==> src/rtl/muldiv_sequencer.sv <==
// Iterative signed mul/div/mod unit that stalls the core while a shift-add or restoring loop runs.
// Optional MULDIV_EARLY_OUT_EN: trivial operands (op2==0, op2==1, op1==0) skip the loop.
module muldiv_sequencer #(
  parameter int unsigned XLEN  = 32,
  parameter int unsigned CNT_W = 6
) (
  input  logic            clk,
  input  logic            reset,
  input  logic            start,
  input  logic            isMul,
  input  logic            isDiv,
  input  logic            isMod,
  input  logic [XLEN-1:0] op1,
  input  logic [XLEN-1:0] op2,
  output logic            stall,
  output logic            busy,
  output logic            done,
  output logic [XLEN-1:0] result
);

  typedef enum logic [1:0] {S_IDLE, S_CALC, S_DONE} state_t;
  typedef enum logic [1:0] {OP_MUL, OP_DIV, OP_MOD} op_t;

  state_t           r_state;
  op_t              r_op;
  logic [CNT_W-1:0] r_cnt;
  logic             r_neg;
  logic             r_dz;
  logic             r_busy;
  logic             r_done;
  logic [XLEN-1:0]  r_result;
  logic [XLEN-1:0]  r_acc;
  logic [XLEN-1:0]  r_a;
  logic [XLEN-1:0]  r_b;
  logic [XLEN-1:0]  r_rem;

  op_t              w_op;
  logic             w_accept;
  logic             w_neg;
  logic [XLEN-1:0]  w_abs1;
  logic [XLEN-1:0]  w_abs2;
  logic [XLEN:0]    w_rem_sh;
  logic             w_ge;
  logic [XLEN-1:0]  w_acc_nx;
  logic [XLEN-1:0]  w_a_nx;
  logic [XLEN-1:0]  w_b_nx;
  logic [XLEN-1:0]  w_rem_nx;
  logic [XLEN-1:0]  w_mag;
  logic [XLEN-1:0]  w_final;

  always_comb begin
    w_op = OP_MOD;
    if (isMul)      w_op = OP_MUL;
    else if (isDiv) w_op = OP_DIV;
  end

  assign w_accept = (r_state == S_IDLE) && start && (isMul || isDiv || isMod);
  assign w_abs1   = op1[XLEN-1] ? -op1 : op1;
  assign w_abs2   = op2[XLEN-1] ? -op2 : op2;
  assign w_neg    = (w_op == OP_MOD) ? op1[XLEN-1] : (op1[XLEN-1] ^ op2[XLEN-1]);

  // Magnitudes are unsigned XLEN bits (|INT_MIN| fits); the partial remainder
  // carries one extra bit so the trial subtraction never overflows.
  always_comb begin
    w_rem_sh = {r_rem, r_a[XLEN-1]};
    w_ge     = w_rem_sh >= {1'b0, r_b};
    w_acc_nx = r_acc;
    w_a_nx   = r_a;
    w_b_nx   = r_b;
    w_rem_nx = r_rem;
    if (r_op == OP_MUL) begin
      w_acc_nx = r_b[0] ? (r_acc + r_a) : r_acc;
      w_a_nx   = r_a << 1;
      w_b_nx   = r_b >> 1;
    end else begin
      w_rem_nx = w_ge ? XLEN'(w_rem_sh - {1'b0, r_b}) : w_rem_sh[XLEN-1:0];
      w_a_nx   = {r_a[XLEN-2:0], w_ge};
    end
  end

  always_comb begin
    w_mag = w_rem_nx;
    if (r_op == OP_MUL)      w_mag = w_acc_nx;
    else if (r_op == OP_DIV) w_mag = w_a_nx;
    w_final = r_neg ? -w_mag : w_mag;
    if ((r_op == OP_DIV) && r_dz) w_final = '1;
  end

`ifdef MULDIV_EARLY_OUT_EN
  logic            w_early;
  logic [XLEN-1:0] w_early_res;

  assign w_early = (op2 == '0) || (op2 == XLEN'(1)) || (op1 == '0);

  always_comb begin
    w_early_res = '0;
    case (w_op)
      OP_MUL: w_early_res = ((op1 == '0) || (op2 == '0)) ? '0 : op1;
      OP_DIV: w_early_res = (op2 == '0) ? '1 : ((op2 == XLEN'(1)) ? op1 : '0);
      default: w_early_res = (op2 == '0) ? op1 : '0;
    endcase
  end
`endif

  always_ff @(posedge clk or negedge reset) begin
    if (!reset) begin
      r_state  <= S_IDLE;
      r_op     <= OP_MUL;
      r_cnt    <= '0;
      r_neg    <= 1'b0;
      r_dz     <= 1'b0;
      r_busy   <= 1'b0;
      r_done   <= 1'b0;
      r_result <= '0;
      r_acc    <= '0;
      r_a      <= '0;
      r_b      <= '0;
      r_rem    <= '0;
    end else begin
      case (r_state)
        S_IDLE: begin
          if (w_accept) begin
            r_op  <= w_op;
            r_neg <= w_neg;
            r_dz  <= (op2 == '0);
            r_cnt <= '0;
            r_acc <= '0;
            r_rem <= '0;
            r_a   <= w_abs1;
            r_b   <= w_abs2;
`ifdef MULDIV_EARLY_OUT_EN
            if (w_early) begin
              r_state  <= S_DONE;
              r_done   <= 1'b1;
              r_result <= w_early_res;
            end else begin
              r_state <= S_CALC;
              r_busy  <= 1'b1;
            end
`else
            r_state <= S_CALC;
            r_busy  <= 1'b1;
`endif
          end
        end
        S_CALC: begin
          r_acc <= w_acc_nx;
          r_a   <= w_a_nx;
          r_b   <= w_b_nx;
          r_rem <= w_rem_nx;
          r_cnt <= r_cnt + CNT_W'(1);
          if (r_cnt == CNT_W'(XLEN - 1)) begin
            r_state  <= S_DONE;
            r_busy   <= 1'b0;
            r_done   <= 1'b1;
            r_result <= w_final;
          end
        end
        S_DONE: begin
          r_done  <= 1'b0;
          r_state <= S_IDLE;
        end
        default: r_state <= S_IDLE;
      endcase
    end
  end

  // Stall is raised in the accepting cycle itself; gating with reset drops it asynchronously.
  assign stall  = reset && (w_accept || (r_state == S_CALC));
  assign busy   = r_busy;
  assign done   = r_done;
  assign result = r_result;

endmodule
==> config.mk <==
export PLATFORM = sky130hd
export DESIGN_NAME = muldiv_sequencer
export DESIGN_NICKNAME = d
export VERILOG_FILES = /design/src/rtl/muldiv_sequencer.sv
export SDC_FILE = /design/constraint.sdc
export NUM_CORES = 1
export LEC_CHECK = 0
export BUFFER_PORTS_ARGS = -buffer_cell sky130_fd_sc_hd__buf_2
export CORE_ASPECT_RATIO = 0.75
export CORE_UTILIZATION = 56
export CTS_CLUSTER_SIZE = 28
export DETAILED_ROUTE_END_ITERATION = 12
export PLACE_DENSITY = 0.76
export SLEW_MARGIN = 20
export SYNTH_ARGS = -nofsm -noshare
export SYNTH_HDL_FRONTEND = slang
export SYNTH_SLANG_ARGS = --single-unit
==> constraint.sdc <==
create_clock -name clk -period 4.2 [get_ports clk]
set_input_delay 0.21 -clock clk [delete_from_list [all_inputs] [get_ports clk]]
set_output_delay 0.21 -clock clk [all_outputs]
set_load 0.005 [all_outputs]
==> metrics.md, run 1 <==
| Metric | Value |
|---|---|
| Outcome | `completed` |
| Number of synthesized flops with an enable pin | `0` |
| Worst-path clk slew | `80 ps` |
| Mapped Area | `14300 um^2` |
| Synth warnings | `0` |
| Row Count | `50` |
| Filler cell count | `2052` |
| Final instance area | `17800 um^2` |
| CTS root buf | `clkbuf_16` |
| Post-DP HPWL | `42400 um` |
| Setup Skew | `15.8 ps` |
| CP Launch Type | `flip-flop` |
| Synthesis-stage register bit count | `174` |
| Layout Nets | `around 2200` |
| # clock sinks | `174` |
| Reg area | `approximately 4400 um^2` |
| FF-to-FF setup slack | `40 ps` |
| Worst EP arrival | `4490 ps` |
| Clk buf depth | `2` |
| Core box area | `25000 um^2` |
| R2R depth | `17` |
| Netlist cell types | `roughly 90` |
| First-pass GRT wire length | `84000 um` |
| PortBufs | `approximately 100` |
| R2r endpoint | `result[29]` |
| Die width | `187 um` |
| ANT nets after route | `0` |
| Total CTS buffers | `17` |
| Syn Nets | `1952` |
| Fmax | `0.240 GHz` |
| # DRC | `0` |
| Final Hold Viols | `0` |
| Final slew viol count | `0` |
| Total Wirelength | `54900 um` |
| Ys async rst share | `1.00` |
| Vias | `15815` |
| Initial Util | `0.573` |
| Worst Hold Endpoint | `r_op[0]` |
| Hold Crit Depth | `3` |
| Max FO, Critical Path | `4` |
| Placed cell areas | `between 15000 and 20000 um^2` |
| Register area share after synthesis | `0.304` |
| Worst hold start | `isDiv` |
| RSZ-0062 raised after global routing | `true` |
| Die Y | `141 um` |
| Clock Latency Late Sink | `460 ps` |
| Hold Crit Class | `in -> reg` |
| First DRT Iteration DRCs | `~1900` |
| Vias per cell | `approximately 6.5` |
| Grt total ovfl | `0` |
| Area Growth Syn to Fin | `24.3%` |
| Placer Congestion | `between 1 and 1.5` |
| GRT busiest layer | `met1` |
| H-tree depth | `4` |
| Setup crit end kind | `flip-flop` |
| MaxCap Viol Count | `0` |
| DR pass1 iterations | `6` |
| Syn Inst Count | `1813` |
| Share of cells above drive strength 1 | `0.230` |
| Fin crit period | `roughly 4200 ps` |
| Reg-to-reg critical path startpoint | `r_b[10]` |
| I/O pin total | `105` |
| Max-slew headroom | `0.116` |
| Mean Syn Cell Area | `around 8 um^2` |
| Worst Setup SP | `r_b[10]` |
| Die Area | `roughly 26000 um^2` |
| Met2 usage in global routing | `0.558` |
| Multi-input logic area | `between 9000 and 10000 um^2` |
| Vias in the first global route | `14270` |
| M1 GR Usage | `0.637` |
| Slew of the pin with the lowest slew margin | `1330 ps` |
| GR Layer Usage met3 | `0.149` |
| Post-synth top flop | `dfrtp_1` |
| CP Class | `reg -> reg` |
| Total track usage | `0.418` |
| Ratio of final minimum period to clock period | `0.991` |
| Largest net degree at the start of global routing | `96` |
| TritonCTS clock tree | `built` |
| Critical Path RT | `4520 ps` |
| Initial antenna violation count | `1` |
| DR WL/cell | `~23 um` |
| Setup violations, final | `0` |
## area by class of cell
cell class                 instances  share of cell area
sequential                       174               0.244
timing repair buffer             353               0.137
multi-input combinational       1463               0.546
tap                              338              0.0237
antenna                            1            0.000140
clock inverter                    13             0.00822
inverter                          67              0.0141
clock buffer                      19              0.0254
## logic make-up after synthesis
logic type	share of synthesized area
buf+inv	0.0479
compound gates	0.298
simple gates	0.195
mux	0.0142
fa+ha+maj	0.0613
xor+xnor	0.0800
flops	0.304
## worst max-delay path, cell delays in order (launching register included)
cell,delay (ps)
dfrtp_1,380
inv_2,90
ha_4,280
buf_4,100
nand3_1,70
or3_4,420
a2111oi_4,370
o31ai_4,140
buf_4,170
and3_4,180
a311oi_2,200
buf_4,200
o32ai_4,100
nor4b_4,420
nand4_2,240
o41ai_2,400
xor2_1,180
a21oi_1,80
## cells in the final DEF, fill, tap and decap left out, types with 12 or more instances in the layout
| cell type | count |
|---|---|
| or4_1 | 16 |
| xor2_1 | 86 |
| o21ai_0 | 186 |
| o21a_1 | 18 |
| or3_1 | 29 |
| a31oi_1 | 19 |
| clkbuf_16 | 17 |
| o21ai_1 | 14 |
| a21o_1 | 25 |
| nor2b_1 | 12 |
| a21oi_1 | 158 |
| nand2_1 | 183 |
| buf_4 | 241 |
| inv_1 | 63 |
| nand4_1 | 19 |
| a22o_1 | 12 |
| and3_1 | 14 |
| mux2i_1 | 16 |
| o31ai_1 | 32 |
| ha_1 | 60 |
| nor3_1 | 26 |
| nor2_1 | 153 |
| a22oi_1 | 28 |
| buf_2 | 103 |
| a211oi_1 | 22 |
| dfrtp_1 | 173 |
| xnor2_1 | 45 |
| nand3_1 | 62 |
| o211ai_1 | 12 |
## through the flow
| step | util | setup TNS, ps | hold slack (ps) | std cells | setup slack (ps) |
|---|---|---|---|---|---|
| 2_1_floorplan | - | 0 | -85.6 | 1813 | 312 |
| 3_3_place_gp | 0.667 | -123 | 51.1 | 2378 | -59.5 |
| 3_5_place_dp | 0.667 | -270 | 51.0 | 2378 | -114 |
| 4_1_cts | 0.693 | -124 | 45.5 | 2414 | -71.8 |
| 5_1_grt | 0.712 | -876 | 81.7 | 2427 | -128 |
| 6_report | 0.712 | 0 | 47.6 | 2428 | 38.7 |
## flip-flops by register name, indices dropped and copies added, names as in the netlist
name,flops
busy,1
done,1
r_a,32
r_acc,32
r_b,32
r_cnt,6
r_dz,1
r_neg,1
r_op,2
r_rem,32
r_state,2
result,32
## per-layer routing
layer / share of wire / vias to the layer above
met2: 0.39 / 974
met3: 0.14 / 81
li1: - / 7200
met1: 0.45 / 7558
met4: 0.016 / 2
met5: 0.00018 / -
## how the worst max path moves through the flow
| stage | end | slack [ps] | cells after the start |
|---|---|---|---|
| after floorplan | result[30] | 310 | 16 |
| after global placement | result[31] | -60 | 16 |
| after detailed placement | result[31] | -110 | 16 |
| after CTS | result[31] | -70 | 18 |
| after global routing | result[29] | -130 | 17 |
| final | result[29] | 40 | 17 |
## cells in the mapped netlist (all sizes together), types with 15 or more instances
library cell,count,share of area
mux2i,17,0.012
or3,30,0.013
a22oi,28,0.015
xnor2,45,0.027
o31ai,36,0.020
o21ai,204,0.071
dfrtp,174,0.30
o21a,18,0.0094
a211oi,29,0.016
nand3,67,0.025
nand2,186,0.049
ha,67,0.058
inv,67,0.018
and3,15,0.0069
clkbuf,87,0.023
nor2,159,0.042
buf,22,0.0076
a21o,25,0.013
a21oi,160,0.056
nor3,29,0.011
a31oi,22,0.010
xor2,86,0.053
nand4,20,0.0092
or4,16,0.0084
## timing repair
| item | 4_1_cts | 5_1_grt |
|---|---|---|
| pin swaps | 2 | 30 |
| resized for setup | 5 | 71 |
| setup endpoints to repair | 13 | 23 |
| hold endpoints to repair | 59 | 0 |
| setup buffers | 2 | 13 |
| hold buffers | 2 | 0 |
| cloned | 0 | 0 |
Power of run 1 is not shown: default switching activity piles up to over one toggle a cycle in this logic, so the estimate is an artifact.
==> run 2: changes to the inputs <==
- CELL_PAD_IN_SITES_DETAIL_PLACEMENT: unset -> 2
- CELL_PAD_IN_SITES_GLOBAL_PLACEMENT: unset -> 2
- CORE_UTILIZATION: 56 -> 33
- GPL_TIMING_DRIVEN: unset -> 0
- PLACE_DENSITY: 0.76 -> 0.75
==> run 2 against run 1 <==
  * The run now ends with negative setup slack left
  * Critical path type unchanged
  * Non-clock buffer count is 30 lower
  * Core utilization shrank 28 points
  * Largest cell class unchanged
  * Critical endpoint is now result[27]
  * Fmax fell by 12%
  * Design area grew 3.0%
  * Worst setup slack lost 550 ps
  * Hold slack hardly changed
  * Die area increased by 69%
  * Highest routed layer unchanged
==> metrics.md, run 2 (synthesis gave the netlist of run 1 again) <==
| Metric | Value |
|---|---|
| ANT nets after route | `0` |
| R2r endpoint | `result[27]` |
| PortBufs | `about 100` |
| Commonest non-fill, non-tap cells in the layout | `nand2_1, o21ai_0, dfrtp_1, nor2_1, a21oi_1` |
| Final instance area | `18300 um^2` |
| Worst Path Buf+Inv | `4` |
| Die Y | `183 um` |
| # clock sinks | `roughly 170` |
| Failing checks | `negative setup slack` |
| Vias in the first global route | `16403` |
| Critical path, cell by cell | `ha_4, buf_6, o21a_1, o211ai_1, o21ai_2, o31ai_4, nand2_8, buf_12, mux2i_4, o21a_1, nor4b_4, buf_4, nand4_4, buf_6, o31ai_4, xnor2_2, a21oi_1` |
| H-tree depth | `4` |
| First-pass GRT wire length | `104000 um` |
| MaxCap Viol Count | `0` |
| Total CTS buffers | `17` |
| Worst hold start | `op1[30]` |
| Ant. Diodes | `0` |
| Grt total ovfl | `0` |
| Most common cell after layout, fill and taps aside | `nand2_1` |
| Setup crit end kind | `flip-flop` |
| Initial Util | `0.338` |
| Largest net degree at the start of global routing | `around 80` |
| Share of cells above drive strength 1 | `0.225` |
| CTS root buf | `clkbuf_16` |
| Crit path max-delay family | `compound AO/OA/AOI/OAI gates` |
| FF-to-FF setup slack | `-510 ps` |
| Die width | `approximately 240 um` |
| Setup Skew | `24.4 ps` |
| Worst-path clk slew | `80 ps` |
| Initial antenna violation count | `2` |
| Placed cell areas | `15600 um^2` |
| Filler cell count | `4733` |
| CP Launch Type | `flip-flop` |
| I/O pin total | `about 110` |
| Die Area | `44300 um^2` |
| DR WL/cell | `29.0 um` |
| Max-slew headroom | `0.277` |
| Final slew viol count | `0` |
| Core box area | `42500 um^2` |
| CP peak stage delay | `540 ps` |
| R2R depth | `17` |
| Outcome | `finished, violations left` |
| Fmax | `0.212 GHz` |
| Fin crit period | `4710 ps` |
| First DRT Iteration DRCs | `1381` |
| Slew of the pin with the lowest slew margin | `1080 ps` |
| CP Class | `reg -> reg` |
| Max FO, Critical Path | `8` |
| Clock Latency Late Sink | `500 ps` |
| RSZ-0062 raised after global routing | `true` |
| Placer Congestion | `slightly below 1` |
| Final worst slack | `-507 ps` |
| Critical Path RT | `approximately 4500 ps` |
| Vias | `16572` |
| Total Wirelength | `between 70000 and 80000 um` |
| Setup violations, final | `26` |
| Ratio of final minimum period to clock period | `1.12` |
| Total track usage | `0.313` |
| CP max-delay cell | `dfrtp_1` |
| Clk buf depth | `2` |
| Reg-to-reg critical path startpoint | `r_rem[12]` |
| Reg area | `4370 um^2` |
| DR pass1 iterations | `5` |
| Final Hold Viols | `0` |
| Row Count | `65` |
| # DRC | `0` |
| Layout Nets | `2185` |
| Hold Crit Class | `in -> reg` |
| Hold Crit Depth | `3` |
| Worst Hold Endpoint | `r_a[31]` |
| TritonCTS clock tree | `built` |
| Worst EP arrival | `5050 ps` |
| Area Growth Syn to Fin | `28.0%` |
| Multi-input logic area | `10400 um^2` |
| Vias per cell | `6.31` |
| Post-DP HPWL | `52900 um` |
[run 2: changes by cell type in the layout (fill, tap and decap cells not counted), sizes merged]
| cell | change |
|---|---|
| buf | -110 |
| diode | -1 |
| clkinvlp | +2 |
| bufinv | +1 |
| clkbuf | +79 |
| inv | -3 |
[run 2: layer usage]
layer	up-vias	routed length (um)	track usage
met4	4	2570	0.0740
met2	785	32900	0.473
li1	7131	-	-
met5	-	29	0
met3	176	6110	0.0524
met1	8476	34400	0.462
[run 2: timing repair]
item | in CTS | in global routing
buffers inserted | 47 | 68
hold buffers | 2 | 0
hold endpoints to repair | 70 | 0
setup endpoints to repair | 33 | 37
resized for setup | 121 | 160
pin swaps | 35 | 65
[run 2: per-stage QoR]
stage	instances	setup TNS (ps)	hold WS [ps]	util	setup WS, ps
6_report	2627	-6980	47.3	0.432	-507
5_1_grt	2627	-8500	55.2	0.432	-576
4_1_cts	2563	-912	32.2	0.405	-188
3_5_place_dp	2488	-17260	111	0.368	-1240
3_3_place_gp	2486	-56310	432	0.367	-1130
2_1_floorplan	1813	0	-85.6	-	312
[run 2: tightest hold or removal path: cells and delay by family]
kind	cells	cell delay, ps
AO/OA/AOI/OAI	1	80
buffers and inverters	1	90
AND/OR/NAND/NOR	1	110
[run 2: worst max-delay path by stage]
| stage | depth (start not counted) | from | end |
|---|---|---|---|
| 2_1_floorplan | 16 | r_a[31] | result[30] |
| 3_3_place_gp | 16 | r_b[28] | result[31] |
| 3_5_place_dp | 16 | r_b[28] | result[31] |
| 4_1_cts | 17 | r_a[31] | result[28] |
| 5_1_grt | 18 | r_rem[12] | result[30] |
| 6_report | 17 | r_rem[12] | result[27] |
[run 2: area by class of cell]
class,count,share of cell area
multi-input cells,1463,0.567
flip-flops and latches,174,0.238
repair buffers,222,0.0851
well taps,569,0.0388
plain buffers,101,0.0255
clock buffers,18,0.0234
inverters,67,0.0140
clock inverters,13,0.00866
Power of run 2 is left out for the same reason.
==> run 3: changes to the inputs <==
- PLACE_DENSITY: 0.75 -> 0.89
==> run 3 against run 2 <==
  * The run still ends with negative setup slack left
  * First-iteration DRC count grew 35%
  * Register-to-register slack lost 80 ps
  * Hold slack lost 2.8 ps
  * Flip-flop and latch count is the same
  * Worst setup slack lost 84 ps
  * Largest cell class unchanged
  * Sequential share of layout area grew 0.28 points
  * Cell count shrank 0.65%
  * Clock-buffer cell count grew 1
  * Design area shrank 1.2%
  * Global-route usage grew 2.6 points
==> metrics.md, run 3 (synthesis gave the netlist of run 1 again) <==
| Metric | Value |
|---|---|
| TritonCTS clock tree | `built` |
| Core box area | `between 40000 and 50000 um^2` |
| Layout Nets | `2167` |
| Initial Util | `0.338` |
| Grt total ovfl | `0` |
| M1 GR Usage | `0.461` |
| Total track usage | `0.339` |
| Clock Latency Late Sink | `500 ps` |
| ANT nets after route | `0` |
| RSZ-0062 raised after global routing | `true` |
| Total CTS buffers | `17` |
| Placer Congestion | `1.02` |
| Post-DP HPWL | `between 50000 and 60000 um` |
| Vias | `17396` |
| # clock sinks | `roughly 170` |
| Setup Skew | `24.7 ps` |
| First-pass GRT wire length | `114000 um` |
| Total Wirelength | `82700 um` |
| CP Class | `reg -> reg` |
| Die Y | `183 um` |
| Worst-path clk slew | `about 90 ps` |
| Vias per cell | `between 6 and 7` |
| Hold WS | `44.5 ps` |
| Die width | `roughly 240 um` |
| Clk buf depth | `2` |
| Share of cells above drive strength 1 | `0.217` |
| DR WL/cell | `31.7 um` |
| Met2 usage in global routing | `0.524` |
| Max FO, Critical Path | `7` |
| Most common cell after layout, fill and taps aside | `nand2_1` |
| # DRC | `0` |
| GR Layer Usage met3 | `0.0772` |
| GRT busiest layer | `met2` |
| Row Count | `65` |
| Final slew viol count | `0` |
| DR pass1 iterations | `5` |
| Slew of the pin with the lowest slew margin | `roughly 1100 ps` |
| PortBufs | `104` |
| Final Hold Viols | `0` |
| CP Launch Type | `flip-flop` |
| First DRT Iteration DRCs | `1858` |
| H-tree depth | `4` |
| Max-slew headroom | `0.255` |
| Ratio of final minimum period to clock period | `1.14` |
| Area Growth Syn to Fin | `26.4%` |
| Worst EP arrival | `5110 ps` |
| Hold Crit Class | `in -> reg` |
| Commonest non-fill, non-tap cells in the layout | `nand2_1, o21ai_0, dfrtp_1, nor2_1, a21oi_1` |
| I/O pin total | `105` |
| Critical Path RT | `4520 ps` |
| Fin crit period | `between 4000 and 5000 ps` |
| Largest net degree at the start of global routing | `96` |
| Final worst slack | `-591 ps` |
| Vias in the first global route | `about 18000` |
| Initial antenna violation count | `1` |
| Die Area | `44300 um^2` |
| Fmax | `0.209 GHz` |
| Failing checks | `negative setup slack` |
| CTS root buf | `clkbuf_16` |
| Setup crit end kind | `flip-flop` |
| Outcome | `finished, violations left` |
| Setup violations, final | `22` |
| Setup TNS | `-6540 ps` |
| MaxCap Viol Count | `0` |
## run 3: cell count changes in the layout (fill, tap and decap cells not counted), moves of 4 or more
cell     delta
a31oi_1     -4
a31oi_2     +4
buf_4       -8
buf_6       -9
nand2_1     +4
nand2_2     -4
o21ai_0     +4
## run 3: final cells by class
cell class	count	area, um^2
clock buffer	19	433
antenna	1	2.50
multi-input combinational	1463	10400
sequential	174	4360
timing repair buffer	203	1340
buffer	102	479
inverter	67	251
tap	569	712
clock inverter	12	134
fill	4773	24300
## run 3: routing by layer
metal | vias up | share of wire
li1 | 7090 | -
met1 | 8914 | 0.40
met2 | 1118 | 0.44
met3 | 274 | 0.11
met4 | 0 | 0.041
met5 | - | 0
## run 3: critical path, stage by stage (launching register included)
cell and delay (ps):
dfrtp_1 400, inv_1 90, ha_1 310, buf_6 140
a21oi_1 320, o21ai_1 310, or4_1 510, o311ai_0 170
a211oi_1 230, mux2i_2 440, o21a_2 310, nor4b_4 250
buf_4 170, nand4_4 200, o41ai_4 420, xor2_1 220
a21oi_1 110
## run 3: worst paths after layout
path                            startpoint          to  cells after the start  slack, ps
worst min register to register    r_cnt[5]    r_cnt[5]                      1        520
worst max register to register     r_b[16]  result[31]                     16       -590
max in group asynchronous            reset     r_a[12]                      3       2850
worst min-delay path               op2[30]        r_dz                      4         40
min in group asynchronous            reset      r_b[9]                      2        340
worst max-delay path               r_b[16]  result[31]                     16       -590
## run 3: per-stage QoR
step	utilization	cells	instance area [um^2]	setup WS [ps]
finish	0.427	2610	18100	-591
global route	0.427	2609	18100	-627
CTS	0.409	2572	17400	-142
detailed placement	0.368	2487	15600	-1110
global placement	0.367	2486	15600	-943
floorplan	-	1813	14300	312
## run 3: what timing repair did
action | CTS | global route
endpoints found under the hold margin | 81 | 0
pin swaps | 47 | 54
setup buffers | 56 | 41
setup endpoints to repair | 36 | 36
hold buffers | 2 | 0
gates resized for setup | 146 | 113
Power of run 3 is left out for the same reason.
